<file path="src/rtl/fetch_queue_if.sv">
// Handshake bundle between fetch, the fetch queue and decode.
// The master side is the fetch/decode environment; the slave side is the queue.
interface fetch_queue_if #(
  parameter int DEPTH   = 2,
  parameter int PC_W    = 64,
  parameter int INSTR_W = 32
);
  logic                           in_valid;
  logic                           in_ready;
  logic [PC_W-1:0]                in_pc;
  logic [INSTR_W-1:0]             in_instr;
  logic                           out_valid;
  logic                           out_ready;
  logic [PC_W-1:0]                out_pc;
  logic [INSTR_W-1:0]             out_instr;
  logic                           flush;
  logic [$clog2(DEPTH+1)-1:0]     count;

  modport master (
    output in_valid, in_pc, in_instr, out_ready, flush,
    input  in_ready, out_valid, out_pc, out_instr, count
  );

  modport slave (
    input  in_valid, in_pc, in_instr, out_ready, flush,
    output in_ready, out_valid, out_pc, out_instr, count
  );
endinterface

</file>
<file path="src/rtl/fetch_queue.sv">
// Circular fetch queue holding {pc, instr} pairs between fetch and decode.
// Empty queue presents a NOP; flush drops every held entry.
module fetch_queue #(
  parameter int                 DEPTH   = 2,
  parameter int                 PC_W    = 64,
  parameter int                 INSTR_W = 32,
  parameter logic [INSTR_W-1:0] NOP     = 32'hD503201F
) (
  input logic          clk,
  input logic          reset,
  fetch_queue_if.slave fq
);
  localparam int PTR_W = $clog2(DEPTH);
  localparam int CNT_W = $clog2(DEPTH+1);

  logic [PTR_W-1:0]   wptr_q, wptr_d;
  logic [PTR_W-1:0]   rptr_q, rptr_d;
  logic [CNT_W-1:0]   count_q, count_d;
  logic [PC_W-1:0]    pc_mem_q [DEPTH];
  logic [PC_W-1:0]    pc_mem_d [DEPTH];
  logic [INSTR_W-1:0] instr_mem_q [DEPTH];
  logic [INSTR_W-1:0] instr_mem_d [DEPTH];
  logic               in_ready;
  logic               out_valid;
  logic               wr_en;
  logic               rd_en;

  always_comb begin
    in_ready    = (count_q != CNT_W'(DEPTH));
    out_valid   = (count_q != '0);
    wr_en       = fq.in_valid & in_ready;
    rd_en       = out_valid & fq.out_ready;
    wptr_d      = wptr_q;
    rptr_d      = rptr_q;
    count_d     = count_q;
    pc_mem_d    = pc_mem_q;
    instr_mem_d = instr_mem_q;
    // Flush wins over any concurrent read or write.
    if (fq.flush) begin
      wptr_d  = '0;
      rptr_d  = '0;
      count_d = '0;
    end else begin
      if (wr_en) begin
        pc_mem_d[wptr_q]    = fq.in_pc;
        instr_mem_d[wptr_q] = fq.in_instr;
        wptr_d              = wptr_q + PTR_W'(1);
      end
      if (rd_en) begin
        rptr_d = rptr_q + PTR_W'(1);
      end
      count_d = count_q + CNT_W'(wr_en) - CNT_W'(rd_en);
    end
  end

  always_ff @(posedge clk) begin
    if (reset) begin
      wptr_q  <= '0;
      rptr_q  <= '0;
      count_q <= '0;
    end else begin
      wptr_q  <= wptr_d;
      rptr_q  <= rptr_d;
      count_q <= count_d;
    end
  end

  // Payload storage carries no reset; only valid entries are ever observed.
  always_ff @(posedge clk) begin
    pc_mem_q    <= pc_mem_d;
    instr_mem_q <= instr_mem_d;
  end

  assign fq.in_ready  = in_ready;
  assign fq.out_valid = out_valid;
  assign fq.out_pc    = out_valid ? pc_mem_q[rptr_q] : '0;
  assign fq.out_instr = out_valid ? instr_mem_q[rptr_q] : NOP;
  assign fq.count     = count_q;
endmodule

</file>
<file path="src/flat_wrapper.sv">
// flat-port wrapper written by rule: the top's interface ports become plain ports
module fetch_queue_flat 
#(
  parameter int                 DEPTH   = 2,
  parameter int                 PC_W    = 64,
  parameter int                 INSTR_W = 32,
  parameter logic [INSTR_W-1:0] NOP     = 32'hD503201F
)
  (clk, reset, fq_in_valid, fq_in_pc, fq_in_instr, fq_out_ready, fq_flush, fq_in_ready, fq_out_valid, fq_out_pc, fq_out_instr, fq_count);
  fetch_queue_if #(.DEPTH(DEPTH), .PC_W(PC_W), .INSTR_W(INSTR_W)) fq_i ();
  input logic clk;
  input logic reset;
  input wire logic [$bits(fq_i.in_valid)-1:0] fq_in_valid;
  input wire logic [$bits(fq_i.in_pc)-1:0] fq_in_pc;
  input wire logic [$bits(fq_i.in_instr)-1:0] fq_in_instr;
  input wire logic [$bits(fq_i.out_ready)-1:0] fq_out_ready;
  input wire logic [$bits(fq_i.flush)-1:0] fq_flush;
  output wire logic [$bits(fq_i.in_ready)-1:0] fq_in_ready;
  output wire logic [$bits(fq_i.out_valid)-1:0] fq_out_valid;
  output wire logic [$bits(fq_i.out_pc)-1:0] fq_out_pc;
  output wire logic [$bits(fq_i.out_instr)-1:0] fq_out_instr;
  output wire logic [$bits(fq_i.count)-1:0] fq_count;
  assign fq_i.in_valid = fq_in_valid;
  assign fq_i.in_pc = fq_in_pc;
  assign fq_i.in_instr = fq_in_instr;
  assign fq_i.out_ready = fq_out_ready;
  assign fq_i.flush = fq_flush;
  assign fq_in_ready = fq_i.in_ready;
  assign fq_out_valid = fq_i.out_valid;
  assign fq_out_pc = fq_i.out_pc;
  assign fq_out_instr = fq_i.out_instr;
  assign fq_count = fq_i.count;
  fetch_queue #(.DEPTH(DEPTH), .PC_W(PC_W), .INSTR_W(INSTR_W), .NOP(NOP)) u_core (.clk(clk), .reset(reset), .fq(fq_i));
endmodule
</file>
<file path="config.mk">
export PLATFORM = sky130hd
export DESIGN_NAME = fetch_queue_flat
export DESIGN_NICKNAME = d
export VERILOG_FILES = /design/src/rtl/fetch_queue_if.sv /design/src/rtl/fetch_queue.sv /design/src/flat_wrapper.sv
export SDC_FILE = /design/constraint.sdc
export NUM_CORES = 1
export LEC_CHECK = 0
export BUFFER_PORTS_ARGS = -buffer_cell sky130_fd_sc_hd__buf_2
export CORE_UTILIZATION = 50
export DETAILED_ROUTE_END_ITERATION = 10
export PLACE_DENSITY_LB_ADDON = 0.25
export SLEW_MARGIN = 40
export SYNTH_ARGS = -nofsm -noshare
export SYNTH_HDL_FRONTEND = slang
export SYNTH_SLANG_ARGS = --single-unit
</file>
<file path="constraint.sdc">
create_clock -name clk -period 27.6 [get_ports clk]
set_clock_uncertainty 0.1 [all_clocks]
set_input_delay 6.9 -clock clk [delete_from_list [all_inputs] [get_ports clk]]
set_output_delay 6.9 -clock clk [all_outputs]
set_load 0.005 [all_outputs]
</file>
==> implementation parameters <==
Parameter                              Value

Status
  Status ... finished, final reports clean

Yosys
  Syn_nets ... around 540
  Total of flip-flops plus latches after synthesis ... 196
  Synth Area per Inst ... between 15 and 20 µm²
  Number of distinct library cells after synthesis ... 19
  Area leader, netlist ... edfxtp_1
  Biggest area contributors in the synthesized netlist ... edfxtp_1 (77%), mux2i_1 (13%), nor2_1 (4.3%)
  Top cell type's share of synthesized area ... 0.768
  Sequential-to-total area share from yosys stat ... 0.779
  Warnings from Yosys ... 0
  Cell area after synthesis ... roughly 7500 µm²
  Synthesized instance count ... between 400 and 500

Setup path
  Worst-path cell chain ... buf_12 > buf_6 > mux2i_1 > nor2_1 > buf_2
  Critical Path Start Type ... register
  Endpoint of the worst setup timing path ... fq_out_pc[9]
  Kind of cell adding the most delay to the critical path ... buffers and inverters
  Critical path required time ... 20.60 ns
  Start-to-end type of the worst setup path ... register to output pin
  Endpoint of the worst-slack reg-to-reg timing path ... u_core.instr_mem_q[1]$_DFFE_PP_
  Stages on worst setup path ... 5
  Minimum setup slack among reg-to-reg paths ... approximately 25 ns
  Endpoint arrival time on the critical path ... 2.40 ns
  Highest net fanout along the worst path ... between 50 and 60
  Startpoint of the worst setup timing path ... u_core.rptr_q$_SDFFE_PP0P_
  Buffer and inverter count on the worst path ... 3
  Beginning of the worst register-to-register path ... u_core.fq.count[0]$_SDFF_PP0_
  Worst reg2reg path depth ... 5
  Critical path's largest stage delay ... a little under 0.6 ns
  Slowest library cell on the worst path ... dfxtp_4
  Endpoint type of the worst setup path ... output pin

Floorplanning
  Area inside the core boundary ... roughly 15000 µm²
  Horizontal die dimension ... roughly 120 µm
  Die height ... around 120 µm
  Total die area ... 15500 µm²
  Std cell rows ... between 40 and 50
  Starting utilization of the core area ... 0.514
  I/O pin count ... 201

Finish
  Number of antenna cells inserted ... 0
  Share of final-layout standard cells stronger than drive strength 1 ... 0.369
  Utilization of the core after routing ... 0.632
  Commonest non-fill, non-tap cells in the layout ... buf_2 (200), edfxtp_1 (192), mux2i_1 (97), nor2_1 (84), clkbuf_16 (17)
  Most common cell after layout, fill and taps aside ... buf_2
  Growth of design area from synthesis to finish ... 22.9%
  Net count, final ... 741
  Final standard cell count with taps included and fillers excluded ... approximately 840

STA
  Max Clock Freq ... between 100 and 150 MHz
  Share of the cycle needed by the critical path after routing ... 0.341
  Aggregate negative setup slack ... 0 ns
  Relative slew slack ... 0.500
  Max-slew violations ... 0
  Setup violation total in the final timing report ... 0
  Transition time at the pin with the least slew margin ... 0.750 ns
  Final Hold Fails ... 0
  Unrepaired setup endpoints after global routing ... no
  Post-route minimum period ... 9.40 ns

Detailed routing
  Via count ... 4144
  Via density per instance ... between 4 and 5
  DRT Wirelength ... around 14000 µm
  Remaining antenna violation count ... 0
  DRC marker count from the first detailed-route iteration ... 237
  Post-route DRC violation count ... 0
  Average detailed-routed wire length per instance ... approximately 17 µm
  Detailed-router iteration count before antenna repair ... 4

Clock network
  Clock net sink count ... about 200
  Reg clk slew, reported paths ... about 0.070 ns
  Cts-stage hold buffer count ... 0
  TritonCTS clock tree ... done
  Number of gates resized after CTS ... 0
  CTS buffer count ... 17
  Number of buffers on the longest clock path ... 2
  Skew-Pair Late Insertion Delay ... 0.42 ns
  Number of H-tree levels ... 4
  Buffers inserted during post-CTS setup optimization ... 0
  Clock tree root driver cell ... clkbuf_16

Global routing
  Via count of the first global-routing pass ... about 4400
  Remaining Overflow, GRT ... 0
  Global-route wire length before repair ... ~22000 µm
  Initial antenna violation count ... 2
  Maximum number of pins on one net before global-route repair ... 85
  Overall routing resource usage ... 0.184

Power and ir drop
  Worst IR Drop VDD ... 0.0478 mV
  Fraction of power spent switching nets ... 0.215
  Cell-internal power ... 494 µW
  Part of the power in the clock network ... 0.375
  Combinational cell fraction of total power ... 0.083
  NetSw ... 136 µW
  P_leak ... 0.00342 µW
  Power density over the cells ... a little under 70 nW/µm²
  Part of the total power dissipated in sequential elements ... 0.542

Flow run
  Reported max-cap violation count ... 0

Worst hold path
  Hold crit path type ... register to register

Placement
  Input/output buffers ... 200
  Inst Count DP ... ~800
  Routability Congestion ... 0.773
  Hpwl dp ... between 8000 and 9000 µm
==> metal layers <==
metal | vias to the layer above | GRT usage | routed length (µm)
li1 | 2012 | - | -
met1 | 1984 | 0.211 | 5760
met2 | 132 | 0.315 | 6980
met3 | 14 | 0.0674 | 932
met4 | 2 | 0.0673 | 166
met5 | - | 0 | 12
==> synth_stat cells <==
cell type,n
and2_1,1
buf_12,3
buf_2,3
buf_4,13
buf_6,2
dfxtp_1,4
edfxtp_1,192
ha_1,2
inv_1,5
mux2i_1,97
nand2_1,15
nand2b_1,1
nor2_1,85
nor3_1,3
nor3b_1,1
o21ai_1,1
or3_1,1
xnor2_1,1
xor2_1,2
==> power by group through the flow <==
stage                     Combinational, µW  Clock [µW]  Sequential, µW
after floorplan                        28.2           0             349
after global placement                 50.6           0             348
after detailed placement               52.4           0             349
after CTS                              52.6         240             342
after global routing                   58.2         251             342
final                                  52.3         236             342
==> cell families after synthesis <==
kind of cell             Yosys count  share of synthesized area
AO/OA/AOI/OAI                      1                   0.000666
XOR/XNOR                           3                    0.00350
adder cells (fa/ha/maj)            2                    0.00333
buffers and inverters             26                     0.0285
flip-flops                       196                      0.779
multiplexers                      97                      0.129
AND/OR/NAND/NOR                  107                     0.0555
==> layout make-up <==
cell class              instances  area, µm²
clock inverters                12        131
fillers                      1060       5370
clock buffers                  20        437
repair buffers                208       1090
inverters                       5       18.8
well taps                     184        230
flip-flops and latches        196       5850
multi-input cells             210       1460
==> through the flow <==
step | hold WS (ns) | area (µm²) | setup WS, ns | total power [µW]
floorplan | 0.356 | 7500 | 12.82 | 377
global placement | 0.375 | 8610 | 18.28 | 399
detailed placement | 0.417 | 8630 | 18.50 | 401
CTS | 0.424 | 9200 | 18.03 | 635
global route | 0.464 | 9220 | 18.05 | 651
finish | 0.416 | 9220 | 18.20 | 630
==> registers in the layout, indices dropped and copies added (netlist names) <==
register / cells
u_core.instr_mem_q: 64
u_core.rptr_q: 1
u_core.pc_mem_q: 128
u_core.wptr_q: 1
u_core.fq.count: 2
==> worst min-delay path by stage <==
stage,from,slack [ns],to,depth (start not counted)
after floorplan,u_core.wptr_q$_SDFFE_PP0N_,0.36,u_core.wptr_q$_SDFFE_PP0N_,2
after detailed placement,u_core.wptr_q$_SDFFE_PP0N_,0.42,u_core.wptr_q$_SDFFE_PP0N_,2
final,u_core.wptr_q$_SDFFE_PP0N_,0.42,u_core.wptr_q$_SDFFE_PP0N_,2
after global placement,u_core.wptr_q$_SDFFE_PP0N_,0.38,u_core.wptr_q$_SDFFE_PP0N_,2
after CTS,u_core.wptr_q$_SDFFE_PP0N_,0.42,u_core.wptr_q$_SDFFE_PP0N_,2
after global routing,u_core.wptr_q$_SDFFE_PP0N_,0.46,u_core.wptr_q$_SDFFE_PP0N_,2
==> worst min-delay path: stages (launching register included) <==
cell     delay, ns
dfxtp_1       0.33
nand2_1       0.07
mux2i_1       0.07
(Power assumes the default switching activity.)
